===== config.mk =====
export PLATFORM = sky130hd
export DESIGN_NAME = key_level_ctrl
export DESIGN_NICKNAME = d
export VERILOG_FILES = /design/src/rtl/key_level_ctrl.sv
export SDC_FILE = /design/constraint.sdc
export NUM_CORES = 1
export LEC_CHECK = 0
export ABC_AREA = 1
export ABC_CLOCK_PERIOD_IN_PS = 1600
export BUFFER_PORTS_ARGS = -buffer_cell sky130_fd_sc_hd__buf_2
export CORE_ASPECT_RATIO = 1.4
export CORE_MARGIN = 2
export CORE_UTILIZATION = 45
export DETAILED_ROUTE_END_ITERATION = 10
export PLACE_DENSITY = 0.71
export SLEW_MARGIN = 10
export SYNTH_ARGS = -nofsm -noshare
export SYNTH_HDL_FRONTEND = slang
export SYNTH_SLANG_ARGS = --single-unit

===== constraint.sdc =====
create_clock -name I_clk -period 1.6 [get_ports I_clk]
set_input_delay 0.32 -clock I_clk [delete_from_list [all_inputs] [get_ports I_clk]]
set_output_delay 0.32 -clock I_clk [all_outputs]
set_load 0.02 [all_outputs]

===== src/rtl/key_level_ctrl.sv =====
// key_level_ctrl: two-key (step / clear) level controller.
// Each key is optionally inverted, synchronised and debounced. A debounced press
// becomes a step or clear event, which updates a 0..MAX_LEVEL counter in bounce
// (ping-pong) or wrap mode. Level, direction, one-hot vector and step strobe are
// all registered.
// Optional build macro: KEY_LED_CTRL_AUTO_REPEAT_EN adds hold-to-repeat on the step key.

// Per-key front end: inversion, 2-flop synchroniser, debouncer, press detect.
module key_level_ctrl_key #(
   parameter int DEBOUNCE_CYCLES = 16,
   parameter int KEY_ACTIVE_LOW  = 0
) (
   input  logic I_clk,
   input  logic I_rst,
   input  logic I_key,
   output logic O_stable,
   output logic O_press
);
   localparam int   DB_W = $clog2(DEBOUNCE_CYCLES + 1);
   localparam logic INV  = (KEY_ACTIVE_LOW != 0);

   logic [1:0]      sync;
   logic [DB_W-1:0] db_cnt;
   logic            stable;
   logic            stable_d;

   // Sync, then require DEBOUNCE_CYCLES consecutive differing samples; the flip
   // happens on the edge where the count would reach DEBOUNCE_CYCLES.
   always_ff @(posedge I_clk) begin
      if (I_rst) begin
         sync     <= '0;
         db_cnt   <= '0;
         stable   <= 1'b0;
         stable_d <= 1'b0;
      end else begin
         sync     <= {sync[0], I_key ^ INV};
         stable_d <= stable;
         if (sync[1] == stable)
            db_cnt <= '0;
         else if (db_cnt == DB_W'(DEBOUNCE_CYCLES - 1)) begin
            stable <= sync[1];
            db_cnt <= '0;
         end else
            db_cnt <= db_cnt + 1'b1;
      end
   end

   assign O_stable = stable;
   assign O_press  = stable & ~stable_d;
endmodule

module key_level_ctrl #(
   parameter int MAX_LEVEL       = 5,
   parameter int DEBOUNCE_CYCLES = 16,
   parameter int KEY_ACTIVE_LOW  = 0,
   parameter int REPEAT_DELAY    = 1000,
   parameter int REPEAT_PERIOD   = 250
) (
   input  logic                           I_clk,
   input  logic                           I_rst,
   input  logic                           I_key_step,
   input  logic                           I_key_clr,
   input  logic                           I_mode,
   output logic [$clog2(MAX_LEVEL+1)-1:0] O_level,
   output logic                           O_dir,
   output logic [MAX_LEVEL:0]             O_onehot,
   output logic                           O_step
);
   localparam int                CNT_W = $clog2(MAX_LEVEL + 1);
   localparam int                OH_W  = MAX_LEVEL + 1;
   localparam logic [CNT_W-1:0]  MAX_L = CNT_W'(MAX_LEVEL);

   // bit 0 = step key, bit 1 = clear key
   logic [1:0] keys_raw;
   logic [1:0] key_stable;
   logic [1:0] key_press;

   assign keys_raw = {I_key_clr, I_key_step};

   for (genvar k = 0; k < 2; k++) begin : g_key
      key_level_ctrl_key #(
         .DEBOUNCE_CYCLES(DEBOUNCE_CYCLES),
         .KEY_ACTIVE_LOW (KEY_ACTIVE_LOW)
      ) u_key (
         .I_clk   (I_clk),
         .I_rst   (I_rst),
         .I_key   (keys_raw[k]),
         .O_stable(key_stable[k]),
         .O_press (key_press[k])
      );
   end

   logic step_ev;
   logic clr_ev;
   logic unused_ok;

   assign clr_ev = key_press[1];

`ifdef KEY_LED_CTRL_AUTO_REPEAT_EN
   localparam int RP_MAX = (REPEAT_DELAY > REPEAT_PERIOD) ? REPEAT_DELAY : REPEAT_PERIOD;
   localparam int RP_W   = $clog2(RP_MAX + 1);

   logic [RP_W-1:0] hold_cnt;
   logic            hold_rpt;
   logic            rpt_ev;

   // hold_cnt is 0 in the press-event cycle; the first repeat waits REPEAT_DELAY,
   // later ones REPEAT_PERIOD (counter restarts at 1 the cycle after a repeat).
   assign rpt_ev = key_stable[0] &&
                   (hold_rpt ? (hold_cnt == RP_W'(REPEAT_PERIOD))
                             : (hold_cnt == RP_W'(REPEAT_DELAY)));

   // Hold counter runs only while the step key is debounced-high.
   always_ff @(posedge I_clk) begin
      if (I_rst || !key_stable[0]) begin
         hold_cnt <= '0;
         hold_rpt <= 1'b0;
      end else if (rpt_ev) begin
         hold_cnt <= RP_W'(1);
         hold_rpt <= 1'b1;
      end else
         hold_cnt <= hold_cnt + 1'b1;
   end

   assign step_ev   = key_press[0] | rpt_ev;
   assign unused_ok = key_stable[1];
`else
   assign step_ev   = key_press[0];
   assign unused_ok = ^{32'(REPEAT_DELAY), 32'(REPEAT_PERIOD), key_stable};
`endif

   logic [CNT_W-1:0] lvl_nxt;
   logic             dir_nxt;
   logic             upd;

   // Next level/dir; clear has priority over step, mode is sampled per event.
   always_comb begin
      lvl_nxt = O_level;
      dir_nxt = O_dir;
      upd     = 1'b0;
      if (clr_ev) begin
         lvl_nxt = '0;
         dir_nxt = 1'b1;
         upd     = 1'b1;
      end else if (step_ev) begin
         upd = 1'b1;
         if (O_level > MAX_L) begin
            lvl_nxt = '0;
            dir_nxt = 1'b1;
         end else if (I_mode) begin
            lvl_nxt = (O_level == MAX_L) ? '0 : O_level + 1'b1;
            dir_nxt = 1'b1;
         end else if (O_dir) begin
            if (O_level == MAX_L) begin
               lvl_nxt = MAX_L - 1'b1;
               dir_nxt = 1'b0;
            end else
               lvl_nxt = O_level + 1'b1;
         end else begin
            if (O_level == '0) begin
               lvl_nxt = CNT_W'(1);
               dir_nxt = 1'b1;
            end else
               lvl_nxt = O_level - 1'b1;
         end
      end
   end

   // Output registers; one-hot is registered alongside the binary level.
   always_ff @(posedge I_clk) begin
      if (I_rst) begin
         O_level  <= '0;
         O_dir    <= 1'b1;
         O_onehot <= OH_W'(1);
         O_step   <= 1'b0;
      end else begin
         O_level  <= lvl_nxt;
         O_dir    <= dir_nxt;
         O_onehot <= OH_W'(1) << lvl_nxt;
         O_step   <= upd;
      end
   end
endmodule


==> results.py <==
metrics = {
    "run_status": {
        "outcome": "finished, final reports clean",
    },
    "timing": {
        "max_freq_mhz": 679,
        "setup_viol_count_final": 0,
        "rsz0062_at_grt": "false",
        "worstMarginPinSlew_ps": 307,
        "timing.hold.ws_ps": 196,
        "drv_slew": 0,
        "fin_worst_skew_ps": 9.77,
        "relSlewSlack": 0.794,
        "fin_ws_ps": 128,
        "fin_tns_setup_ps": 0,
        "timing.final.crit_share": 0.920,
        "hold_viol_final": 0,
        "period_needed_ps": 1470,
    },
    "critical_path": {
        "reg2reg_depth": 8,
        "r2r_setup_slack_ps": 130,
        "critPathSlowestCell": "dfxtp_1",
        "cp_num_buf_inv": 0,
        "path_depth": 8,
        "crit_path_start_kind": "register",
        "critPathArrivalTime_ps": 1740,
        "timing.rr.end": "g_key[1].u_key.db_cnt[3]",
        "required_ps": 1870,
        "cp-end-kind": "register",
        "r2r-start": "g_key[1].u_key.db_cnt[0]",
        "critical_path_class": "reg -> reg",
        "crit_fanout": 3,
        "cpPeakStageDelay_ps": 330,
        "path_cells": "ha_1 > nand2_1 > nor2_1 > ha_1 > a21oi_1 > o211ai_1 > o21bai_1 > a21oi_1",
        "crit_family": "compound AO/OA/AOI/OAI gates",
    },
    "flow_run": {
        "maxCapViolCount": 0,
    },
    "detailed_routing": {
        "wl_per_cell_um": 9.99,
        "drc_errors": 0,
        "drt-met1-wl_um": 841,
        "wl_met3_um": 103,
        "drt_iter0_markers": 19,
        "vias": 1018,
        "highest_layer": "met4",
        "drt_wl_total_um": 2190,
        "first_pass_iters": 4,
        "wl_met2_um": 1190,
        "routed_via_density": 4.65,
        "ant_nets": 0,
    },
    "synth": {
        "synth_top_cell_by_area": "dfxtp_1",
        "yosysWarnings": 0,
        "ys_seq_area_frac": 0.476,
        "synth_seq_cells": 29,
        "synth.area.mux_share": 0,
        "synth_top_area_frac": 0.476,
        "synth.avg_cell_area_um2": 7.81,
        "synthSimpleGateAreaFrac": 0.281,
        "synthXorXnorAreaFrac": 0,
        "syn_inst": 156,
        "synth_top_family_by_area": "simple AND/OR/NAND/NOR gates",
        "synth-adder-area-share": 0.0616,
        "synth_compound_area_frac": 0.0791,
        "syn-num-nets": 167,
        "synth_area_um2": 1220,
        "synth.area.top_cells": "dfxtp_1, nand2_1, nor2_1",
        "synth_cell_types": 22,
    },
    "clock_tree": {
        "clk-insertion-delay-late_ps": 330,
        "cts_tree": "built",
        "cts.sinks": 29,
        "cts_hold_buf": 0,
        "path_clk_slew_ps": 90,
        "cts_made_buffers": 5,
        "cts_root_buf": "clkbuf_4",
        "htree_levels": 2,
        "clockBufferDepth": 2,
    },
    "floorplan": {
        "fp.dieW_um": 48.0,
        "rows": 22,
        "start_util": 0.471,
        "dieArea_um2": 3150,
        "die_y_um": 65.6,
        "core_um2": 2590,
        "io_pins": 16,
    },
    "placed_design": {
        "place_hpwl_um": 1760,
        "dp.cells": 209,
        "dp_slack_ps": 69.6,
        "port_buffers": 15,
        "place.gp.congestion": 0.754,
    },
    "global_route": {
        "grt_usage": 0.174,
        "grt_pass1_vias": 963,
        "grt_overflow_total": 0,
        "grt_pass1_wl_um": 3770,
        "grt_max_degree": 10,
        "antenna_found_initial": 0,
    },
    "power_and_ir_drop": {
        "vdd_drop_max_v": 0.000677,
        "finalPower_mw": 1.26,
        "cellLeakagePower_nw": 0.689,
        "powerDensity_nw_per_um2": 873,
    },
    "final_layout": {
        "synthToLayoutAreaGrowth_pct": 18.1,
        "num_antenna_cells": 0,
        "layout-drive-gt1-share": 0.268,
        "stdcell_count": 219,
        "num-nets-final": 193,
    },
    "min_path": {
        "hold-path-endpoint": "g_key[0].u_key.sync[0]",
        "min_path_cells": 3,
        "hp-start": "I_key_step",
        "min_path_type": "in -> reg",
    },
}
[per-layer routing]
metal / vias up / track usage
met1: 462 / 0.153
li1: 534 / -
met4: 0 / 0.0912
met2: 16 / 0.313
met3: 6 / 0.0659
met5: - / 0
[synth_stat cells]
master and n:
dfxtp_1 29, nand2_1 27, nor2_1 26, inv_1 23
a21oi_1 8, inv_2 7, ha_1 6, nand2_2 6
nand3_1 4, nand3_2 2, nand4_1 2, nor3_1 2
nor3b_1 2, o211ai_1 2, o21ai_0 2, o21bai_1 2
buf_6 1, nand2_4 1, nor2_2 1, nor2_4 1
o21ai_2 1, o31ai_1 1
[sequential cells by signal, indices dropped and copies added (netlist names)]
name                  cells
g_key.u_key.db_cnt       10
O_onehot                  6
g_key.u_key.sync          4
O_level                   3
g_key.u_key.O_stable      2
g_key.u_key.stable_d      2
O_dir                     1
O_step                    1
[kinds of logic after synthesis]
logic type                 Yosys count
and+or+nand+nor                     74
DFF                                 29
AOI/OAI and AO/OA                   16
buffers and inverters               31
adders and majority gates            6
[cell usage in the layout (no fill, tap or decap), drive strengths merged]
cell type / Yosys / final
clkbuf: 0 / 7
o21ai: 3 / 3
nand2: 34 / 34
nand3: 6 / 6
inv: 30 / 30
o211ai: 2 / 2
ha: 6 / 6
buf: 1 / 20
nor3b: 2 / 2
a21oi: 8 / 8
dfxtp: 29 / 29
clkinv: 0 / 1
nor2: 28 / 28
nor3: 2 / 2
o21bai: 2 / 2
o31ai: 1 / 1
nand4: 2 / 2
[repair_timing]
action | CTS | global route
endpoints found under the setup margin | 0 | 2
gates resized for setup | 0 | 2
buffers inserted | 0 | 2
[worst min-delay path, cell delays in order]
cell	delay (ps)
buf_2	90
inv_1	40
nor2_1	30
[stage by stage]
step	util	instance area, um^2
after detailed placement	0.522	1350
after global placement	0.522	1350
final	0.556	1440
after global routing	0.556	1440
after floorplan	-	1220
after CTS	0.549	1420
[final cells by class]
type                    count  area, um^2
fillers                   275        1150
flip-flops and latches     29         582
multi-input cells          96         517
repair buffers             20         113
inverters                  30         113
clock buffers               7        65.1
well taps                  36        45.0
clock inverters             1        5.00
[worst max path at each step]
stage                                   startpoint                  endpoint  slack, ps
after CTS                 g_key[0].u_key.db_cnt[0]  g_key[0].u_key.db_cnt[3]         50
after floorplan                         O_level[0]               O_onehot[0]        200
after detailed placement  g_key[1].u_key.db_cnt[0]  g_key[1].u_key.db_cnt[3]         70
final                     g_key[1].u_key.db_cnt[0]  g_key[1].u_key.db_cnt[3]        130
after global placement    g_key[0].u_key.db_cnt[0]  g_key[0].u_key.db_cnt[3]        110
after global routing      g_key[0].u_key.db_cnt[0]  g_key[0].u_key.db_cnt[3]         30
[power breakdown]
part / switching [mW] / total [mW] / internal, mW
clock network: 0.244 / 0.498 / 0.254
registers: 0.00341 / 0.731 / 0.727
logic: 0.0163 / 0.0269 / 0.0106
total: 0.264 / 1.26 / 0.992
(Power assumes the default switching activity.)
